### config.mk
export PLATFORM = sky130hd
export DESIGN_NAME = mem_bank_prog_seq
export DESIGN_NICKNAME = d
export VERILOG_FILES = /design/src/rtl/mem_bank_prog_seq.sv
export SDC_FILE = /design/constraint.sdc
export NUM_CORES = 1
export LEC_CHECK = 0
export BUFFER_PORTS_ARGS = -buffer_cell sky130_fd_sc_hd__clkbuf_2
export CAP_MARGIN = 10
export CORE_MARGIN = 1
export CORE_UTILIZATION = 49
export CTS_BUF_LIST = sky130_fd_sc_hd__clkbuf_4 sky130_fd_sc_hd__clkbuf_8
export DETAILED_ROUTE_END_ITERATION = 8
export PLACE_DENSITY = 0.8
export SETUP_SLACK_MARGIN = 0.3
export SYNTH_ARGS = -nofsm -noshare
export SYNTH_HDL_FRONTEND = slang
export SYNTH_SLANG_ARGS = --single-unit
### constraint.sdc
create_clock -name prog_clk -period 2.06 [get_ports prog_clk]
set_input_delay 0.103 -clock prog_clk [delete_from_list [all_inputs] [get_ports prog_clk]]
set_output_delay 0.103 -clock prog_clk [all_outputs]
set_load 0.005 [all_outputs]
### src/rtl/mem_bank_prog_seq.sv
// mem_bank_prog_seq: sequenced BL/WL programming controller.
// Optional read-back path: define MEM_BANK_PROG_READBACK_EN.
module mem_bank_prog_seq #(
  parameter int NUM_BL       = 19,
  parameter int NUM_WL       = 19,
  parameter int BL_ADDR_W    = 5,
  parameter int WL_ADDR_W    = 5,
  parameter int SETUP_CYCLES = 1,
  parameter int PULSE_CYCLES = 2,
  parameter int HOLD_CYCLES  = 1,
  parameter int CNT_W        = 8
) (
  input  logic                 prog_clk,
  input  logic                 prog_reset,
  input  logic                 req_valid,
  output logic                 req_ready,
  input  logic [BL_ADDR_W-1:0] req_bl_addr,
  input  logic [WL_ADDR_W-1:0] req_wl_addr,
  input  logic                 req_data,
  output logic [0:NUM_BL-1]    bl_en,
  output logic [0:NUM_BL-1]    bl_data,
  output logic [0:NUM_WL-1]    wl_out,
  output logic                 busy,
  output logic                 done,
`ifdef MEM_BANK_PROG_READBACK_EN
  output logic                 err,
  input  logic [0:NUM_BL-1]    sense_in,
  output logic                 rb_data
`else
  output logic                 err
`endif
);

  localparam logic [1:0] IDLE  = 2'd0;
  localparam logic [1:0] SETUP = 2'd1;
  localparam logic [1:0] PULSE = 2'd2;
  localparam logic [1:0] HOLD  = 2'd3;

  localparam logic [CNT_W-1:0] SETUP_LD = CNT_W'(SETUP_CYCLES - 1);
  localparam logic [CNT_W-1:0] PULSE_LD = CNT_W'(PULSE_CYCLES - 1);
  localparam logic [CNT_W-1:0] HOLD_LD  =
    CNT_W'((HOLD_CYCLES > 0) ? HOLD_CYCLES - 1 : 0);

  localparam logic [BL_ADDR_W:0] BL_LIM = (BL_ADDR_W+1)'(NUM_BL);
  localparam logic [WL_ADDR_W:0] WL_LIM = (WL_ADDR_W+1)'(NUM_WL);

  logic [1:0]           state, state_n;
  logic [CNT_W-1:0]     cnt, cnt_n;
  logic [BL_ADDR_W-1:0] bl_q, bl_n;
  logic [WL_ADDR_W-1:0] wl_q, wl_n;
  logic                 dat_q, dat_n;
  logic                 done_n, err_n, last_pulse;
  logic                 bad_req;
  logic [0:NUM_BL-1]    bl_en_n, bl_data_n;
  logic [0:NUM_WL-1]    wl_out_n;

  assign req_ready = (state == IDLE) && !prog_reset;

  assign bad_req = ({1'b0, req_bl_addr} >= BL_LIM) ||
                   ({1'b0, req_wl_addr} >= WL_LIM);

  // Phase sequencing: each phase loads its length-1 and counts to 0.
  always_comb begin
    state_n    = state;
    cnt_n      = cnt;
    bl_n       = bl_q;
    wl_n       = wl_q;
    dat_n      = dat_q;
    done_n     = 1'b0;
    err_n      = 1'b0;
    last_pulse = 1'b0;
    unique case (state)
      IDLE: begin
        if (req_valid) begin
          if (bad_req) begin
            err_n = 1'b1;
          end else begin
            state_n = SETUP;
            cnt_n   = SETUP_LD;
            bl_n    = req_bl_addr;
            wl_n    = req_wl_addr;
            dat_n   = req_data;
          end
        end
      end
      SETUP: begin
        if (cnt == '0) begin
          state_n = PULSE;
          cnt_n   = PULSE_LD;
        end else begin
          cnt_n = cnt - 1'b1;
        end
      end
      PULSE: begin
        if (cnt == '0) begin
          last_pulse = 1'b1;
          if (HOLD_CYCLES == 0) begin
            state_n = IDLE;
            done_n  = 1'b1;
          end else begin
            state_n = HOLD;
            cnt_n   = HOLD_LD;
          end
        end else begin
          cnt_n = cnt - 1'b1;
        end
      end
      HOLD: begin
        if (cnt == '0) begin
          state_n = IDLE;
          done_n  = 1'b1;
        end else begin
          cnt_n = cnt - 1'b1;
        end
      end
      default: state_n = IDLE;
    endcase
  end

  // Decode next-cycle line drives so the outputs can be registered.
  always_comb begin
    bl_en_n   = '0;
    bl_data_n = '0;
    wl_out_n  = '0;
    for (int i = 0; i < NUM_BL; i++) begin
      if (state_n != IDLE && bl_n == BL_ADDR_W'(i)) begin
        bl_en_n[i]   = 1'b1;
        bl_data_n[i] = dat_n;
      end
    end
    for (int i = 0; i < NUM_WL; i++) begin
      if (state_n == PULSE && wl_n == WL_ADDR_W'(i)) begin
        wl_out_n[i] = 1'b1;
      end
    end
  end

  // State, latched request and registered outputs.
  always_ff @(posedge prog_clk) begin
    if (prog_reset) begin
      state   <= IDLE;
      cnt     <= '0;
      bl_q    <= '0;
      wl_q    <= '0;
      dat_q   <= 1'b0;
      bl_en   <= '0;
      bl_data <= '0;
      wl_out  <= '0;
      busy    <= 1'b0;
      done    <= 1'b0;
      err     <= 1'b0;
    end else begin
      state   <= state_n;
      cnt     <= cnt_n;
      bl_q    <= bl_n;
      wl_q    <= wl_n;
      dat_q   <= dat_n;
      bl_en   <= bl_en_n;
      bl_data <= bl_data_n;
      wl_out  <= wl_out_n;
      busy    <= (state_n != IDLE);
      done    <= done_n;
      err     <= err_n;
    end
  end

`ifdef MEM_BANK_PROG_READBACK_EN
  logic rb_cap;
  logic sense_bit;

  // bl_en is one-hot on the addressed line throughout PULSE.
  assign sense_bit = |(sense_in & bl_en);

  // Capture sense on the last PULSE cycle; publish it with done.
  always_ff @(posedge prog_clk) begin
    if (prog_reset) begin
      rb_cap  <= 1'b0;
      rb_data <= 1'b0;
    end else begin
      if (last_pulse) begin
        rb_cap <= sense_bit;
      end
      if (done_n) begin
        rb_data <= (state == PULSE) ? sense_bit : rb_cap;
      end
    end
  end
`endif

endmodule

== After elaboration in Yosys (flattened, before gate mapping) ==
Index checks and enable logic that the tools add are counted.
Word-level totals
  flip-flop bits (word level): 81
  latch bits: 0
  bits in writable memories: 0
  memory bits (read-only): 0
  input port bits: 14
  memories: 0
Operators by class
  $add $sub $neg: 1
  multiply operators: 0
  div/mod/pow operators: 0
  $lt $le $gt $ge: 2
  eq/ne operators: 43
  shift operators: 0
  muxes and demuxes: 61
  bitwise operators: 22
  reduce and logical (&&, ||, !) cells: 68
Operator list (count)
  5-bit by 4-bit == test with 1-bit output, second input constant: 16
  1-bit two-way mux: 43
  5-bit by 3-bit == test with 1-bit output, second input constant: 8
  8-bit two-way mux: 5
  2-bit OR reduction: 20
  1-bit logical AND: 39
  8-bit case mux with 4 select lines: 1
  5-bit == test, second input constant: 6
  5-bit two-way mux: 6
  1-bit inverter: 22
  5-bit by 2-bit == test with 1-bit output, second input constant: 4
  5-bit by 1-bit == test with 1-bit output, second input constant: 2
  5-bit greater-or-equal comparator, second input constant: 2
  5-bit zero test: 2
  2-bit two-way mux: 5
  8-bit zero test: 1
  2-bit case mux with 4 select lines: 1
  8-bit by 1-bit subtractor with 8-bit output, second input constant: 1
  2-bit == test, second input constant: 3
  2-bit inequality test, second input constant: 3
  3-bit AND reduction: 1
  3-bit OR reduction: 1
  2-bit by 1-bit == test with 1-bit output, second input constant: 1
  2-bit zero test: 1
  other kinds (3): 3

== Depth between registers and ports, before layout ==
Gate-level depths: netlist of run 1.
  depth after elaboration: 9
  gate-level depth with buffers: 7
  mapped depth without buffers: 7

== Worst setup path after synthesis of run 1 ==
No wires, ideal clock.
  path kind: flip-flop to flip-flop
  start: register state[0]
  end: register wl_out[1] (netlist bit)
  library setup time: 0.057 ns
  data arrival time: 1.994 ns
  required time: 2.003 ns
  slack: 0.009 ns
  stages on the path, launching flop included: 8
  clock period less this slack: 2.051 ns
  cell sequence: dfxtp_1 -> clkbuf_2 -> or3b_1 -> a221o_1 -> buf_4 -> nor3b_1 -> o21ai_1 -> o21ba_2
Between the ends
  word-level cells in the longest chain between the ends: 6
  elaborated cells on any way between the ends: 15
RTL lines
  from (decl): RTL line 47  | logic [1:0] state, state_n;
  from (signal assigned): RTL line 153  | state <= state_n;
  2-bit two-way mux: RTL line 75  | if (bad_req) begin
  2-bit two-way mux: RTL line 74  | if (req_valid) begin
  2-bit case mux with 4 select lines: RTL line 72  | unique case (state)
  2-bit == test: RTL line 132  | if (state_n == PULSE && wl_n == WL_ADDR_W'(i)) begin
  1-bit logical AND *: RTL line 132
  1-bit two-way mux *: RTL line 132
  to (signal assigned): RTL line 160  | wl_out <= wl_out_n;
  to (decl): RTL line 22  | output logic [0:NUM_WL-1] wl_out,
Every way passes the cells marked *; elsewhere a longest branch is shown, timed or not.
A chain may end at the register's enable or synchronous reset.

== Worst setup path after layout of run 1 ==
  start: register state[1]
  end: register bl_en[14] (netlist bit)
Between the ends
  word-level cells in the longest chain between the ends: 6
  elaborated cells on any way between the ends: 15
RTL lines
  2-bit two-way mux: RTL line 75
  2-bit two-way mux: RTL line 74
  2-bit case mux with 4 select lines: RTL line 72
  2-bit nonzero test: RTL line 126  | if (state_n != IDLE && bl_n == BL_ADDR_W'(i)) begin
  1-bit logical AND *: RTL line 126
  1-bit two-way mux *: RTL line 126
  to (signal assigned): RTL line 158  | bl_en <= bl_en_n;
  to (decl): RTL line 20  | output logic [0:NUM_BL-1] bl_en,
Marks and branches as above.

==> results of run 1 <==
==> critical path: stages, from the launching register on <==
cell	delay, ns
dfxtp_2	0.33
or3b_4	0.42
a221o_1	0.35
buf_12	0.19
and3_1	0.21
o211ai_4	0.29
nor2_1	0.08
==> metrics by stage <==
stage / instance area (um^2) / setup TNS, ns / cells
2_1_floorplan: 3053 / 0 / 321
3_3_place_gp: 3582 / 0 / 473
3_5_place_dp: 3582 / 0 / 473
4_1_cts: 3936 / 0 / 497
5_1_grt: 4339 / -0.001007 / 514
6_report: 4339 / 0 / 514
==> how the worst max path moves through the flow <==
| stage | startpoint | end | slack (ns) | cells past startpoint |
|---|---|---|---|---|
| final | state[1] | bl_en[14] | 0.06 | 6 |
| after global routing | state[1] | bl_data[12] | -0.001 | 7 |
| after CTS | state[1] | bl_data[15] | 0.1 | 6 |
| after detailed placement | state[1] | bl_data[5] | 0.05 | 6 |
| after global placement | state[1] | bl_data[13] | 0.14 | 6 |
| after floorplan | state[1] | bl_data[5] | 0.11 | 7 |
==> area by class of cell <==
type | count | area, um^2
Inverter | 5 | 18.77
Sequential cell | 81 | 1625
Tap cell | 72 | 90.09
Fill cell | 374 | 1336
Timing Repair Buffer | 117 | 768.2
Multi-Input combinational cell | 223 | 1647
Clock buffer | 10 | 137.6
Clock inverter | 6 | 52.55
==> report_power, final <==
group	total (uW)	switching (uW)	internal, uW
registers	1860	152	1710
clock network	1100	616	484
logic	2180	1080	1100
total	5130	1840	3290
==> cells by family after synthesis <==
kind of cell               after synthesis  share of synthesized area
AOI/OAI and AO/OA                       53                     0.1270
xor gates and xnor gates                 6                    0.01772
adders and majority gates                2                   0.008437
buffers and inverters                   17                    0.02489
DFF                                     81                     0.5468
muxes                                    5                    0.01730
and+or+nand+nor                        157                     0.2578
==> cells in the mapped netlist, types with 2 or more instances <==
cell type and instances:
a211o_1 3, a211oi_1 3, a21bo_2 3, a21oi_1 13, a31oi_1 8, and2_1 2, and3_1 4, buf_2 4
clkbuf_1 6, dfxtp_1 81, ha_1 2, inv_1 5, mux2i_1 4, nand2_1 27, nand2b_1 4, nand3_1 6
nor2_1 57, nor2b_1 4, nor3_1 25, nor3b_1 12, nor4_1 6, o21ai_0 7, o21ai_1 3, o21ai_2 2
o21ba_2 2, or3_1 2, or4_1 2, xnor2_1 2, xor2_1 4
==> per-layer routing <==
metal,share of wire,vias to the layer above,wire (um),GRT usage
met5,0,-,0,0
met1,0.42,1318,3415,0.2811
met2,0.50,115,4044,0.4009
li1,-,1345,-,-
met4,0.011,0,92,0.1089
met3,0.065,11,522,0.04457
==> state kept, by name (all words and copies together) (netlist names) <==
signal   count
bl_en       19
busy         1
err          1
wl_out      19
wl_q         5
bl_data     19
cnt          8
state        2
bl_q         5
dat_q        1
done         1
==> timing repair <==
action / CTS / global route
buffers inserted: 8 / 15
endpoints found under the setup margin: 57 / 66
endpoints found under the hold margin: 0 / 0
cloned: 0 / 2
gates resized for setup: 19 / 54
pin swaps: 4 / 18
==> results.md, run 1 <==
* Post-synthesis sequential area ratio at 0.5468
* Post-route ant nets at 0
* Final period utilization at 0.9703
* R2R setup slack at 0.06 ns
* First-pass GRT wire length at 11.38 mm
* Via density at 5.426
* RSZ-0062 raised after global routing: yes
* Top-Level Pins at 75
* Crit end category: flop
* Area Growth Syn to Fin at 46.33%
* Largest area contributor in the netlist: dfxtp_1
* Standard-cell rows at 27
* Vias at 2789
* Skew final at 0.008876 ns
* # diodes at 0
* Async set or reset register ratio after synthesis at 0
* Dpl hpwl at 4.869 mm
* WP data required at 2.30 ns
* CTS tree: done
* Worst r2r src: state[1]
* Routability congestion estimate at 0.8372
* Worst hold start: req_data
* Max-slew violation count at 0
* PwrDens at 1183 nW/um^2
* Post-Syn Area at 2965 um^2
* Total chip power at 5134 uW
* Clock sinks at 81
* Main flop type after synthesis: dfxtp_1
* Clk Tree Root Cell: clkbuf_8
* Chip height at 79.79 um
* Most frequent cells in the layout: 78 x dfxtp_1, 74 x clkbuf_2, 54 x nor2_1
* Number of flops mapped to enable cells by yosys at 0
* Leakage at 0.001777 uW
* Synth Net Count at 337
* WS Path Type: flop to flop
* Hold-fix buffers at CTS at 0
* Clk buf depth at 2
* FF-to-FF End: bl_en[14]
* Die area at 6366 um^2
* Seq cells post-synth at 81
* First-pass detailed-route iteration total at 4
* Hold WC Path Type: input pin to flop
* Global Route Usage Sum at 0.2338
* Die W at 79.79 um
* Worst-margin pin slew at 0.3952 ns
* Avg Cell Area, Syn at 9.238 um^2
* CTS H-Tree Depth at 3
* Buffers on Ports at 74
* Worst EP arrival at 2.24 ns
* Hold Vio Cnt, Final at 0
* TritonCTS Buffers at 9
* DRC Markers at 0
* Max_cap viols at 0
* Worst hold stages at 3
* Commonest non-fill, non-tap cell in the layout: dfxtp_1
* Post-synth cell types at 47
* Tmin final at 1.999 ns
* Cells after Synth at 321
* Fin worst setup slack at 0.06117 ns
* Worst-Skew Late Latency at 0.36 ns
* Yosys warnings at 0
* Hold slack at 0.05798 ns
* Max IR drop VDD at 1.457 mV
* Core Region at 5675 um^2
* FF-to-FF path depth at 6
* Vias in the first global route at 2442
* Worst-path clk slew at 0.09 ns
* # setup viols final at 0
* Top post-synthesis cells by area: dfxtp_1 55%, nor2_1 7.2%, nor3_1 4.2%
* Worst rel slew slack at 0.7356
* Largest net degree at the start of global routing at 29
* Post-Route Utilization at 0.7646
* Initial core utilization at 0.5225
* Status: completed
* Remaining Overflow, GRT at 0
* Drt total wl at 8.075 mm
* Place WS at 0.05020 ns
* Worst Hold End: dat_q
* Synth top area share at 0.5468
* Nets at 453
* Layout cell share with drive strength beyond 1 at 0.4502
* Drt first-iter violations at 179
* CP startpoint kind: flop
* Antenna violations before repair at 0
* Crit path max fanout at 14
* DR WL/cell at 15.71 um
* Fmax at 500.3 MHz
Power figures use the tool's default switching activity.
==> run 2, diff against run 1 <==
--- a/config.mk
+++ b/config.mk
@@ -12,4 +12,5 @@
 export CTS_BUF_LIST = sky130_fd_sc_hd__clkbuf_4 sky130_fd_sc_hd__clkbuf_8
 export DETAILED_ROUTE_END_ITERATION = 8
+export GPL_TIMING_DRIVEN = 0
 export PLACE_DENSITY = 0.8
 export SETUP_SLACK_MARGIN = 0.3
==> constraint.sdc (replaced) <==
create_clock -name prog_clk -period 1.65 [get_ports prog_clk]
set_input_delay 0.165 -clock prog_clk [delete_from_list [all_inputs] [get_ports prog_clk]]
set_output_delay 0.165 -clock prog_clk [all_outputs]
set_load 0.005 [all_outputs]
==> run 2 against run 1 <==
  * The run now ends with setup timing left
  * Non-clock buffer count rose by 12
  * Utilization increased by 4.5 points
  * Hold slack better by 0.062 ns
  * Combinational power is 39% higher
  * Routed wire length is 22% higher
  * Power increased by 36%
  * Setup slack got worse by 0.61 ns
  * Critical path depth rose by 2
  * Sequential power grew 25%
  * Via count rose by 7.6%
  * First-iteration DRC count rose by 12%
  * Register-to-register slack got worse by 0.61 ns
  * Largest power group unchanged
==> results.md, run 2 (same netlist as run 1, synthesis figures left out) <==
* Chip height at 79.79 um (unchanged)
* Worst rel slew slack at 0.6067 (-0.1289)
* Max_cap viols at 0 (unchanged)
* Layout cell share with drive strength beyond 1 at 0.4967 (+0.04646)
* Skew final at 0.007317 ns (-0.001559 ns)
* WP data required at 1.92 ns (-0.38 ns)
* Drt first-iter violations at 201 (+12%)
* Nets at 465 (+2.6%)
* Initial core utilization at 0.5225 (unchanged)
* WS Path Type: flop to flop
* Largest net degree at the start of global routing at 14 (-52%)
* Hold Vio Cnt, Final at 0 (unchanged)
* RSZ-0062 raised after global routing: yes
* Die W at 79.79 um (unchanged)
* Max-slew violation count at 0 (unchanged)
* Most frequent cells in the layout: 75 x dfxtp_1, 73 x clkbuf_2, 48 x nor2_1
* Worst EP arrival at 2.47 ns (+0.23 ns)
* Routability congestion estimate at 0.8364 (about the same)
* Regs by FF count: bl_data: 19 flops, bl_en: 19 flops, wl_out: 19 flops
* # setup viols final at 78 (+78)
* CTS H-Tree Depth at 3 (unchanged)
* Final period utilization at 1.333 (+0.3632)
* DR WL/cell at 18.73 um (+19%)
* TritonCTS Buffers at 9 (unchanged)
* Clk buf depth at 2 (unchanged)
* Total chip power at 6961 uW (+36%)
* Vias in the first global route at 2771 (+13%)
* Dpl hpwl at 4.829 mm (-0.82%)
* CP startpoint kind: flop
* Worst-path clk slew at 0.08 ns (about the same)
* Worst-Skew Late Latency at 0.35 ns (about the same)
* R2R setup slack at -0.55 ns (-0.61 ns)
* First-pass detailed-route iteration total at 4 (unchanged)
* Status: finished, violations left
* Buffers on Ports at 74 (unchanged)
* CTS tree: done
* Worst hold stages at 3 (unchanged)
* Crit path max fanout at 8 (-6)
* Standard-cell rows at 27 (unchanged)
* Top-Level Pins at 75 (unchanged)
* Place WS at -0.6014 ns (-0.6516 ns)
* Clock sinks at 81 (unchanged)
* Fmax at 454.5 MHz (-9.2%)
* FF-to-FF path depth at 8 (+2)
* Vias at 3000 (+7.6%)
* Tmin final at 2.200 ns (+0.2014 ns)
* Post-route ant nets at 0 (unchanged)
* Post-Route Utilization at 0.8100 (+0.04542)
* Global Route Usage Sum at 0.2804 (+0.04659)
* Failing checks: setup timing
* Fin worst setup slack at -0.5503 ns (-0.6114 ns)
* Via density at 5.714 (+5.3%)
* Area Growth Syn to Fin at 55.02%
* Remaining Overflow, GRT at 0 (unchanged)
* Worst-margin pin slew at 0.5899 ns (+0.1948 ns)
* First-pass GRT wire length at 13.41 mm (+18%)
* Core Region at 5675 um^2 (unchanged)
* Leakage at 0.001866 uW (+5.0%)
* Hold-fix buffers at CTS at 0 (unchanged)
* PwrDens at 1514 nW/um^2 (+28%)
* Drt total wl at 9.833 mm (+22%)
* Setup_tns at -32.34 ns (-32.34 ns)
* Max IR drop VDD at 1.329 mV (-8.8%)
* # diodes at 0 (unchanged)
* Crit end category: flop
* Die area at 6366 um^2 (unchanged)
* Commonest non-fill, non-tap cell in the layout: dfxtp_1
* DRC Markers at 0 (unchanged)
* Hold WC Path Type: input pin to flop
* Antenna violations before repair at 0 (unchanged)
* Clk Tree Root Cell: clkbuf_8
## run 2: changes by cell type in the layout (fill, tap and decap cells not counted), moves of 3 or more
cell,before,now
buf_4,32,24
buf_6,6,20
buf_8,0,4
clkbuf_1,0,3
clkbuf_4,0,3
dfxtp_1,78,75
nor2_1,54,48
nor2_2,2,8
nor3b_1,8,1
nor3b_2,2,7
## run 2: repair_timing
item,in CTS,in global routing
resized for setup,54,69
setup endpoints to repair,79,81
buffers inserted,34,6
gates cloned,3,0
pin swaps,18,44
## run 2: through the flow
stage          hold WS (ns)  instance area, um^2  std cells
6_report             0.1195                 4597        525
3_3_place_gp         0.4480                 3538        467
5_1_grt              0.1440                 4597        525
3_5_place_dp         0.4579                 3538        467
4_1_cts              0.1080                 4255        519
2_1_floorplan        0.2583                 3078        321
## run 2: worst max-delay path: stages, from the launching register on
cell      delay, ns
dfxtp_2        0.33
buf_8          0.11
or3b_4         0.43
a221o_2        0.40
buf_6          0.17
a21oi_4        0.16
buf_12         0.16
o211ai_4       0.15
nor3_2         0.21
## run 2: cell type report
cell class                 instances  area (um^2)
clock buffer                      10        131.4
timing repair buffer             117        773.2
inverter                           5        21.27
tap                               72        90.09
clock inverter                     5        81.33
buffer                            12        122.6
fill                             316         1079
multi-input combinational        223         1745
sequential                        81         1632
## run 2: worst paths after layout
| kind | end | start |
|---|---|---|
| setup / recovery | bl_data[15] | state[1] |
| hold / removal | dat_q | req_data |
| setup reg to reg | bl_data[15] | state[1] |
| hold reg to reg | wl_q[4] | wl_q[4] |
## run 2: power breakdown
part	internal (uW)	total [uW]	switching (uW)
combinational	1490	3040	1550
clock	861	1590	732
sequential	2140	2330	187
## run 2: routing by layer
layer  GRT usage  vias up  part of all wire
li1            -     1375                 -
met1      0.3252     1450              0.39
met4      0.1839        0             0.036
met3     0.05143       32             0.065
met5           0        -                 0
met2      0.4709      143              0.51
==> run 3, diff against run 2 <==
Settings changed: CORE_UTILIZATION 49 to 47, CTS_BUF_LIST sky130_fd_sc_hd__clkbuf_4 sky130_fd_sc_hd__clkbuf_8 to default, PLACE_DENSITY 0.8 to 0.78.
==> run 3 against run 2 <==
  * The flow still finishes with violations (setup timing)
  * Sequential share of layout area fell by 1.5 points
  * Critical path depth is 1 higher
  * Highest routed layer unchanged
  * Via count is 3.0% higher
  * First-iteration DRC count rose by 36%
  * Power decreased by 1.1%
==> results.md, run 3 (same netlist as run 1, synthesis figures left out) <==
* PwrDens at 1436 nW/um^2 (-5.2%)
* Vias at 3090 (+3.0%)
* Tmin final at 2.202 ns (+0.001412 ns)
* Buffers on Ports at 74 (unchanged)
* Routability congestion estimate at 0.9044 (+8.1%)
* Placed Area at 3542 um^2 (+0.11%)
* Switching pwr at 2538 uW (+2.9%)
* Fin area at 4793 um^2 (+4.3%)
* Most frequent cells in the layout: 75 x dfxtp_1, 73 x clkbuf_2, 43 x nor2_1
* Failing checks: setup timing
* Hold Vio Cnt, Final at 0 (unchanged)
* Global Route Usage Sum at 0.2627 (-0.01771)
* Crit end category: flop
* Post-route ant nets at 0 (unchanged)
* Design internal power at 4347 uW (-3.3%)
* Clk buf depth at 2 (unchanged)
* Dpl hpwl at 4.756 mm (-1.5%)
* Crit path max fanout at 8 (unchanged)
* Worst-Skew Late Latency at 0.36 ns (about the same)
* Fin worst setup slack at -0.5517 ns (-0.001412 ns)
* CTS H-Tree Depth at 3 (unchanged)
* Drt first-iter violations at 273 (+36%)
* Antenna violations before repair at 0 (unchanged)
* DR WL/cell at 18.74 um (about the same)
* Drt total wl at 10.03 mm (+2.0%)
* Worst-margin pin slew at 0.5860 ns (-0.003920 ns)
* Max-slew violation count at 0 (unchanged)
* Remaining Overflow, GRT at 0 (unchanged)
* Top-Level Pins at 75 (unchanged)
* First-pass GRT wire length at 13.05 mm (-2.7%)
* Via density at 5.776 (+1.1%)
* Post-Route Utilization at 0.8001 (-0.009840)
* Clock sinks at 81 (unchanged)
* Worst rel slew slack at 0.6064 (about the same)
* Worst-path clk slew at 0.09 ns (about the same)
* Area Growth Syn to Fin at 61.65%
* DRC Markers at 0 (unchanged)
* Max IR drop VDD at 1.424 mV (+7.1%)
* Clk Tree Root Cell: clkbuf_8
* Part of the power in registers at 0.339 (+0.004)
* Chip height at 81.43 um (+2.1%)
* RSZ-0062 raised after global routing: yes
* Standard-cell rows at 28 (+3.7%)
* CP startpoint kind: flop
* Total chip power at 6885 uW (-1.1%)
* Fmax at 454.2 MHz (about the same)
* Core Region at 5991 um^2 (+5.6%)
* CTS tree: done
* Final period utilization at 1.334 (about the same)
* Worst EP arrival at 2.48 ns (about the same)
* WP data required at 1.93 ns (about the same)
* Skew final at 0.01402 ns (+0.006706 ns)
* # setup viols final at 80 (+2.6%)
* Sw Share at 0.3686 (+0.01450)
* Vias in the first global route at 2733 (-1.4%)
* Largest net degree at the start of global routing at 15 (+1)
* Initial core utilization at 0.4950 (-0.02750)
* Die area at 6631 um^2 (+4.2%)
* Regs by FF count: bl_data: 19 flops, bl_en: 19 flops, wl_out: 19 flops
* FF-to-FF path depth at 9 (+1)
* WS Path Type: flop to flop
* Max_cap viols at 0 (unchanged)
* Worst hold stages at 3 (unchanged)
* First-pass detailed-route iteration total at 5 (+1)
* Leakage at 0.001938 uW (+3.8%)
* Hold slack at 0.1271 ns (+0.007575 ns)
* Die W at 81.43 um (+2.1%)
* Nets at 471 (+1.3%)
* Combinational Power Share at 0.449 (+0.012)
* Hold WC Path Type: input pin to flop
* # diodes at 0 (unchanged)
* Layout cell share with drive strength beyond 1 at 0.5239 (+0.02722)
* TritonCTS Buffers at 9 (unchanged)
* Status: finished, violations left
* Clk network pwr share at 0.213 (-0.016)
* Commonest non-fill, non-tap cell in the layout: dfxtp_1
* Fillers at 329 (+4.1%)
-- run 3: cell count changes in the layout (fill, tap and decap cells not counted), moves of 4 or more --
cell     before  now
a21oi_2       0    5
buf_12        1    5
a21oi_1      13    8
nor3b_2       7    3
nor3b_1       1    7
nor2_1       48   43
-- run 3: worst paths after layout --
kind | startpoint | to | slack [ns]
setup / recovery | state[0] | bl_data[9] | -0.55
hold / removal | req_wl_addr[0] | wl_q[0] | 0.13
setup reg to reg | state[0] | bl_data[9] | -0.55
hold reg to reg | cnt[4] | cnt[4] | 0.50
-- run 3: worst max-delay path, stage by stage (launching register included) --
cell and delay [ns]:
dfxtp_2 0.33, buf_8 0.11, or3b_4 0.41, a221o_2 0.40, buf_8 0.17, a21oi_4 0.15
buf_12 0.15, o21ai_4 0.06, buf_12 0.16, nor3_4 0.18
-- run 3: routing by layer --
layer	track usage	part of all wire
met2	0.4508	0.53
met1	0.3067	0.37
met5	0	0
met4	0.1411	0.040
met3	0.05222	0.061
-- run 3: final cells by class --
cell class,instances,area (um^2),share of cell area
multi-input combinational,223,1812,0.3780
sequential,81,1632,0.3404
timing repair buffer,123,905.9,0.1890
buffer,12,135.1,0.02819
clock buffer,10,127.6,0.02662
tap,75,93.84,0.01958
clock inverter,6,66.31,0.01383
inverter,5,21.27,0.004437
-- run 3: timing repair --
action / 4_1_cts / 5_1_grt
pin swaps: 29 / 35
endpoints found under the setup margin: 80 / 81
gates cloned: 3 / 0
setup buffers: 30 / 16
hold endpoints to repair: 0 / 0
gates resized for setup: 65 / 75
hold buffers: 0 / 0
-- run 3: power by group through the flow --
| stage | clock network (uW) | registers (uW) | logic, uW |
|---|---|---|---|
| global placement | 0 | 2330 | 1570 |
| global route | 1550 | 2350 | 3260 |
| CTS | 1450 | 2300 | 2330 |
| floorplan | 0 | 2310 | 1260 |
| detailed placement | 0 | 2340 | 1590 |
| finish | 1470 | 2330 | 3090 |
-- run 3: through the flow --
step	TNS [ns]	worst slack, ns	cells
floorplan	-15.21	-0.3014	321
global placement	-31.73	-0.5512	470
detailed placement	-33.20	-0.5981	470
CTS	-26.88	-0.4653	519
global route	-38.03	-0.6203	535
finish	-33.47	-0.5517	535
